<file path="src/rtl/mem_requester_pkg.sv">
// rtl/mem_requester_pkg.sv - shared width codes, size codes, FSM encoding and command helpers
// Contents: funct3 codes (F3_*), one-hot size codes (BHW_*), timeout counter width,
//           requester state encoding, legality / size / store-data helper functions.
package mem_pkg;

    localparam logic [2:0] F3_B  = 3'b000;
    localparam logic [2:0] F3_H  = 3'b001;
    localparam logic [2:0] F3_W  = 3'b010;
    localparam logic [2:0] F3_BU = 3'b100;
    localparam logic [2:0] F3_HU = 3'b101;

    localparam logic [2:0] BHW_B = 3'b001;
    localparam logic [2:0] BHW_H = 3'b010;
    localparam logic [2:0] BHW_W = 3'b100;

    localparam int CNT_W = 8;

    typedef enum logic [1:0] {
        ST_IDLE  = 2'd0,
        ST_ISSUE = 2'd1,
        ST_WAIT  = 2'd2,
        ST_RESP  = 2'd3
    } state_t;

    // Encoding and alignment in one place so the FSM only sees a single go/no-go bit.
    function automatic logic cmd_legal(input logic       is_store,
                                       input logic [2:0] funct3,
                                       input logic [1:0] addr_lo);
        logic enc_ok;
        logic align_ok;
        case (funct3)
            F3_B, F3_H, F3_W: enc_ok = 1'b1;
            F3_BU, F3_HU:     enc_ok = ~is_store;
            default:          enc_ok = 1'b0;
        endcase
        case (funct3)
            F3_H, F3_HU: align_ok = ~addr_lo[0];
            F3_W:        align_ok = (addr_lo == 2'b00);
            default:     align_ok = 1'b1;
        endcase
        return enc_ok & align_ok;
    endfunction

    function automatic logic [2:0] bhw_of(input logic [2:0] funct3);
        logic [2:0] bhw;
        case (funct3)
            F3_B, F3_BU: bhw = BHW_B;
            F3_H, F3_HU: bhw = BHW_H;
            default:     bhw = BHW_W;
        endcase
        return bhw;
    endfunction

    // Memory expects the bytes above the access size to be zero.
    function automatic logic [31:0] store_data(input logic [2:0]  funct3,
                                               input logic [31:0] wdata);
        logic [31:0] d;
        case (funct3)
            F3_B:    d = {24'h0, wdata[7:0]};
            F3_H:    d = {16'h0, wdata[15:0]};
            default: d = wdata;
        endcase
        return d;
    endfunction

endpackage

</file>
<file path="src/rtl/mem_requester_if.sv">
// rtl/mem_requester_if.sv - requester-to-main-memory bus
// Signals: request (one-cycle access strobe), bhw (one-hot size), WR_nRD (1 write / 0 read),
//          ADR (byte address), DATA (store data), DATAOUT (read data), send (acknowledge).
// Modports: master = requester side, slave = memory side.
interface mem_requester_if;
    logic        request;
    logic [2:0]  bhw;
    logic        WR_nRD;
    logic [31:0] ADR;
    logic [31:0] DATA;
    logic [31:0] DATAOUT;
    logic        send;

    modport master (output request, bhw, WR_nRD, ADR, DATA,
                    input  DATAOUT, send);
    modport slave  (input  request, bhw, WR_nRD, ADR, DATA,
                    output DATAOUT, send);
endinterface

</file>
<file path="src/rtl/mem_requester_load_extend.sv">
// rtl/mem_requester_load_extend.sv - sign/zero extension of raw load data by width code
// Ports: funct3 (width code), raw (right-aligned memory data, upper bytes may be junk),
//        ext (extended 32-bit load result).
module load_extend
    import mem_pkg::*;
(
    input  logic [2:0]  funct3,
    input  logic [31:0] raw,
    output logic [31:0] ext
);

    always_comb begin
        ext = raw;
        case (funct3)
            F3_B:    ext = {{24{raw[7]}}, raw[7:0]};
            F3_BU:   ext = {24'h0, raw[7:0]};
            F3_H:    ext = {{16{raw[15]}}, raw[15:0]};
            F3_HU:   ext = {16'h0, raw[15:0]};
            default: ext = raw;
        endcase
    end

endmodule

</file>
<file path="src/rtl/mem_requester.sv">
// rtl/mem_requester.sv - single-outstanding load/store initiator toward main memory
// Ports: CLK, RST (sync, active-high); command: start, is_store, funct3, addr, wdata;
//        response: rdata, done, err, busy; mem: mem_requester_if master modport.
module mem_requester
    import mem_pkg::*;
#(
    parameter int unsigned TIMEOUT_CYCLES = 255
) (
    input  logic                  CLK,
    input  logic                  RST,
    input  logic                  start,
    input  logic                  is_store,
    input  logic [2:0]            funct3,
    input  logic [31:0]           addr,
    input  logic [31:0]           wdata,
    output logic [31:0]           rdata,
    output logic                  done,
    output logic                  err,
    output logic                  busy,
    mem_requester_if.master       mem
);

    localparam logic [CNT_W:0] TO_LIMIT = (CNT_W + 1)'(TIMEOUT_CYCLES);

    state_t           state, state_d;
    logic [CNT_W-1:0] cnt;
    logic [CNT_W:0]   cnt_inc;
    logic             cnt_at_limit;

    logic [2:0]       funct3_q;
    logic             wr_q;
    logic [31:0]      adr_q;
    logic [31:0]      data_q;
    logic [2:0]       bhw_q;
    logic             err_q;
    logic [31:0]      rdata_q;
    logic [31:0]      ext_data;

    logic             accept;
    logic             reject;
    logic             ack;
    logic             expire;

    load_extend u_load_extend (
        .funct3 (funct3_q),
        .raw    (mem.DATAOUT),
        .ext    (ext_data)
    );

    // cnt counts completed WAIT cycles; the cycle in which it would reach the limit is the last one.
    assign cnt_inc      = {1'b0, cnt} + {{CNT_W{1'b0}}, 1'b1};
    assign cnt_at_limit = (cnt_inc == TO_LIMIT);

    always_comb begin
        state_d = state;
        accept  = 1'b0;
        reject  = 1'b0;
        ack     = 1'b0;
        expire  = 1'b0;
        case (state)
            ST_IDLE: begin
                if (start) begin
                    if (cmd_legal(is_store, funct3, addr[1:0])) begin
                        accept  = 1'b1;
                        state_d = ST_ISSUE;
                    end else begin
                        reject  = 1'b1;
                        state_d = ST_RESP;
                    end
                end
            end
            ST_ISSUE: state_d = ST_WAIT;
            ST_WAIT: begin
                // An acknowledge in the final counted cycle still wins over the timeout.
                if (mem.send) begin
                    ack     = 1'b1;
                    state_d = ST_RESP;
                end else if (cnt_at_limit) begin
                    expire  = 1'b1;
                    state_d = ST_RESP;
                end
            end
            ST_RESP:  state_d = ST_IDLE;
            default:  state_d = ST_IDLE;
        endcase
    end

    always_ff @(posedge CLK) begin
        if (RST) begin
            state    <= ST_IDLE;
            cnt      <= '0;
            funct3_q <= '0;
            wr_q     <= 1'b0;
            adr_q    <= '0;
            data_q   <= '0;
            bhw_q    <= '0;
            err_q    <= 1'b0;
            rdata_q  <= '0;
        end else begin
            state <= state_d;

            if (state == ST_WAIT && state_d == ST_WAIT) begin
                cnt <= cnt_inc[CNT_W-1:0];
            end else begin
                cnt <= '0;
            end

            // Bus fields hold from ISSUE through WAIT and are zero otherwise.
            if (accept) begin
                funct3_q <= funct3;
                wr_q     <= is_store;
                adr_q    <= addr;
                bhw_q    <= bhw_of(funct3);
                data_q   <= is_store ? store_data(funct3, wdata) : 32'h0;
            end else if (state_d == ST_IDLE || state_d == ST_RESP) begin
                wr_q   <= 1'b0;
                adr_q  <= '0;
                bhw_q  <= '0;
                data_q <= '0;
            end

            // Both are only non-zero during the single RESP cycle that follows.
            err_q   <= reject | expire;
            rdata_q <= (ack && !wr_q) ? ext_data : 32'h0;
        end
    end

    assign busy        = (state != ST_IDLE);
    assign done        = (state == ST_RESP);
    assign err         = err_q;
    assign rdata       = rdata_q;
    assign mem.request = (state == ST_ISSUE);
    assign mem.bhw     = bhw_q;
    assign mem.WR_nRD  = wr_q;
    assign mem.ADR     = adr_q;
    assign mem.DATA    = data_q;

endmodule

</file>
<file path="src/flat_wrapper.sv">
// flat-port wrapper written by rule: the top's interface ports become plain ports
module mem_requester_flat import mem_pkg::*;
#(
    parameter int unsigned TIMEOUT_CYCLES = 255
)
  (CLK, RST, start, is_store, funct3, addr, wdata, rdata, done, err, busy, mem_request, mem_bhw, mem_WR_nRD, mem_ADR, mem_DATA, mem_DATAOUT, mem_send);
  mem_requester_if mem_i ();
  input  logic CLK;
  input  logic RST;
  input  logic start;
  input  logic is_store;
  input  logic [2:0] funct3;
  input  logic [31:0] addr;
  input  logic [31:0] wdata;
  output logic [31:0] rdata;
  output logic done;
  output logic err;
  output logic busy;
  output wire logic [$bits(mem_i.request)-1:0] mem_request;
  output wire logic [$bits(mem_i.bhw)-1:0] mem_bhw;
  output wire logic [$bits(mem_i.WR_nRD)-1:0] mem_WR_nRD;
  output wire logic [$bits(mem_i.ADR)-1:0] mem_ADR;
  output wire logic [$bits(mem_i.DATA)-1:0] mem_DATA;
  input wire logic [$bits(mem_i.DATAOUT)-1:0] mem_DATAOUT;
  input wire logic [$bits(mem_i.send)-1:0] mem_send;
  assign mem_request = mem_i.request;
  assign mem_bhw = mem_i.bhw;
  assign mem_WR_nRD = mem_i.WR_nRD;
  assign mem_ADR = mem_i.ADR;
  assign mem_DATA = mem_i.DATA;
  assign mem_i.DATAOUT = mem_DATAOUT;
  assign mem_i.send = mem_send;
  mem_requester #(.TIMEOUT_CYCLES(TIMEOUT_CYCLES)) u_core (.CLK(CLK), .RST(RST), .start(start), .is_store(is_store), .funct3(funct3), .addr(addr), .wdata(wdata), .rdata(rdata), .done(done), .err(err), .busy(busy), .mem(mem_i));
endmodule
</file>
<file path="config.mk">
export PLATFORM = sky130hd
export DESIGN_NAME = mem_requester_flat
export DESIGN_NICKNAME = d
export VERILOG_FILES = /design/src/rtl/mem_requester_pkg.sv /design/src/rtl/mem_requester_if.sv /design/src/rtl/mem_requester_load_extend.sv /design/src/rtl/mem_requester.sv /design/src/flat_wrapper.sv
export SDC_FILE = /design/constraint.sdc
export NUM_CORES = 1
export LEC_CHECK = 0
export CAP_MARGIN = 10
export CORE_UTILIZATION = 24
export DETAILED_ROUTE_END_ITERATION = 12
export DONT_BUFFER_PORTS = 1
export GPL_TIMING_DRIVEN = 0
export SKIP_LAST_GASP = 1
export SLEW_MARGIN = 5
export SYNTH_ARGS = -nofsm -noshare
export SYNTH_HDL_FRONTEND = slang
export SYNTH_SLANG_ARGS = --single-unit
</file>
<file path="constraint.sdc">
create_clock -name CLK -period 2.8 [get_ports CLK]
set_input_delay 0.28 -clock CLK [delete_from_list [all_inputs] [get_ports CLK]]
set_output_delay 0.28 -clock CLK [all_outputs]
set_load 0.02 [all_outputs]
</file>
==> metrics.yaml <==
run_status:
  status: "finished clean"
yosys:
  ys_types: 35
  synth_fp_nets: 581
  syn_area_mm2: 0.004265
  ys.flop_type: "dfxtp_1"
  synthArstFlopShare: 0
  yosysWarnings: 0
  synth_cells: 469
  synth-edff-count: 0
  synth_seq_area_share: 0.5351
  ys_ff_latch: 114
  syn_avg_cell_area_um2: 9.095
cells_and_area:
  diodes: 0
  layout-drive-gt1-share: 0.09892
  regArea_mm2: 0.002282
  num-nets-final: 655
  multi_input_area_mm2: 0.001831
  area_growth_pct: 35.17
  stdcell_count: 781
  final_util: 0.3333
  fill_cells: 1766
floorplanning:
  die_height_um: 135.3
  io_pins: 208
  die_w_um: 135.3
  dieArea_mm2: 0.01831
  num_rows: 48
  core_area_mm2: 0.01730
  initial_utilization: 0.2466
clock_network:
  clock-sinks: 114
  cts_tree: "built"
  ctsLongestPathBuffers: 2
  clk_latency_ns: 0.42
  cts_max_level: 4
  worst_setup_hold_path_clk_slew_ns: 0.06
  numCtsBuffers: 17
  clockRootBuffer: "clkbuf_16"
critical_path:
  crit_fanout: 10
  cpLargestDelayFamily: "simple AND/OR/NAND/NOR gates"
  slowest_delay_ns: 0.40
  cp-start-kind: "flip-flop"
  worstPathRequired_ns: 3.07
  slowest_stage: "or3_1"
  crit_chain: "buf_2, nand3_1, or3_1, a211oi_1, a31oi_2, ha_4, clkbuf_4, nor3b_1, a31oi_1, nor2_1"
  crit_buf_inv: 2
  critPathKind: "reg -> reg"
  crit_arrival_ns: 2.80
  endpoint_kind: "flip-flop"
sta:
  tightest_slew_ns: 0.8948
  max_freq_ghz: 0.3959
  final-hold-violation-count: 0
  period_needed_ns: 2.526
  drv_slew: 0
  tns_ns: 0
  fin_worst_skew_ns: 0.01747
  setup_viol: 0
  finalCritPeriodShare: 0.9021
  rsz0062_at_grt: "no"
  holdWs_ns: 0.01913
  slew-limit-headroom: 0.4022
global_routing:
  overflow: 0
  grt_pass1_wl_um: 19200
  grt_pass1_vias: 3521
  track_usage: 0.1413
  grt_max_degree: 17
  antenna_found_initial: 0
route:
  wl_per_cell_um: 16.40
  drc_errors: 0
  vias_per_cell: 4.643
  dr.pass1.iters: 6
  vias: 3626
  first_iter_violations: 160
  drt-total-wl_um: 12810
  antenna_left: 0
power:
  powerDensity_mw_per_mm2: 984.9
  finalPower_uw: 5678
  max-vdd-ir-drop_uv: 472.0
  leakage_uw: 0.002097
placed_design:
  dp_hpwl_um: 9027
  placed_cells: 694
  port_buffers: 0
  place.gp.congestion: 0.7261
flow_run:
  max_cap_viol_count: 0
min_path:
  hold_path_class: "in -> reg"
-- path summary, 6_finish.rpt --
check / start / endpoint / slack, ns / cells after the start
min reg2reg: u_core.cnt[0] / u_core.cnt[0] / 0.51 / 1
min: wdata[22] / u_core.mem.DATA[22] / 0.02 / 2
max: u_core.cnt[3] / u_core.mem.DATA[6] / 0.27 / 10
max reg2reg: u_core.cnt[3] / u_core.mem.DATA[6] / 0.27 / 10
-- metal layers --
layer  part of all wire  wire, um  GRT usage  vias to the layer above
met5                  0         0          0                        -
met4              0.018       231    0.06367                        0
met3              0.088      1123    0.06135                       14
met2               0.47      6053     0.2308                      150
met1               0.42      5402     0.1586                     1682
li1                   -         -          -                     1780
-- report_power, final --
group | switching, uW | total (uW) | leakage (uW) | internal, uW
Combinational | 955 | 1420 | 0.000882 | 466
Clock | 789 | 2300 | 0.000293 | 1520
Sequential | 206 | 1950 | 0.000922 | 1750
-- logic make-up after synthesis --
| kind of cell | Yosys count | share of synthesized area |
|---|---|---|
| DFF | 114 | 0.5351 |
| buffers and inverters | 42 | 0.04195 |
| and+or+nand+nor | 175 | 0.2103 |
| xor gates and xnor gates | 4 | 0.008213 |
| muxes | 4 | 0.009387 |
| adders and majority gates | 8 | 0.02347 |
| AOI/OAI and AO/OA | 122 | 0.1716 |
-- cells in the mapped netlist, drive strengths merged, types with 3 or more instances --
| cell | n | area [um2] |
|---|---|---|
| a21oi | 67 | 346.6 |
| ha | 8 | 100.1 |
| nor3b | 42 | 315.3 |
| a31oi | 9 | 56.30 |
| nor2 | 78 | 292.8 |
| a22oi | 25 | 187.7 |
| buf | 13 | 70.06 |
| o21ai | 13 | 65.06 |
| xor2 | 4 | 35.03 |
| or3 | 3 | 18.77 |
| nand2 | 24 | 90.09 |
| inv | 6 | 22.52 |
| mux2i | 4 | 40.04 |
| and2 | 10 | 62.56 |
| clkbuf | 23 | 86.33 |
| dfxtp | 114 | 2282 |
| nand3 | 5 | 25.02 |
-- flip-flops by register name, summed over array words and instances, names as in the netlist --
register and flops:
u_core.cnt 8, u_core.mem.bhw 3, u_core.state 2, u_core.err 1
u_core.mem.DATA 32, u_core.funct3_q 3, u_core.mem.WR_nRD 1, u_core.rdata 32
u_core.mem.ADR 32
-- cells in the final DEF, fill, tap and decap left out, types with 13 or more instances in the layout --
cell type      count
nor2_1            77
dfxtp_1          114
o21ai_0           13
dlygate4sd3_1     55
a21oi_1           66
nand2_1           24
nor3b_1           42
clkbuf_1          20
a22oi_1           25
clkbuf_16         17
-- worst register-to-register path, stage by stage, from the launching register on --
cell and delay [ns]:
dfxtp_1 0.30, buf_2 0.17, nand3_1 0.14, or3_1 0.40, a211oi_1 0.30, a31oi_2 0.18
ha_4 0.38, clkbuf_4 0.25, nor3b_1 0.07, a31oi_1 0.15, nor2_1 0.06
-- metrics by stage --
stage | worst slack (ns) | cell area (um2)
after floorplan | 0.2822 | 4265
after global placement | -0.4199 | 4547
after detailed placement | -0.3799 | 4547
after CTS | 0.03325 | 5734
after global routing | 0.05766 | 5766
final | 0.2740 | 5766
-- cell type report --
| class | count | area share |
|---|---|---|
| clock inverters | 12 | 0.03147 |
| multi-input cells | 313 | 0.3175 |
| plain buffers | 35 | 0.02821 |
| repair buffers | 56 | 0.09679 |
| inverters | 6 | 0.003906 |
| flip-flops and latches | 114 | 0.3958 |
| clock buffers | 20 | 0.07747 |
| well taps | 225 | 0.04883 |
-- timing repair --
action | 4_1_cts | 5_1_grt
hold buffers | 55 | 0
buffers inserted | 0 | 1
pin swaps | 0 | 1
hold endpoints to repair | 55 | 0
cloned | 0 | 0
resized for setup | 5 | 9
endpoints found under the setup margin | 67 | 50
Power figures use the tool's default switching activity.
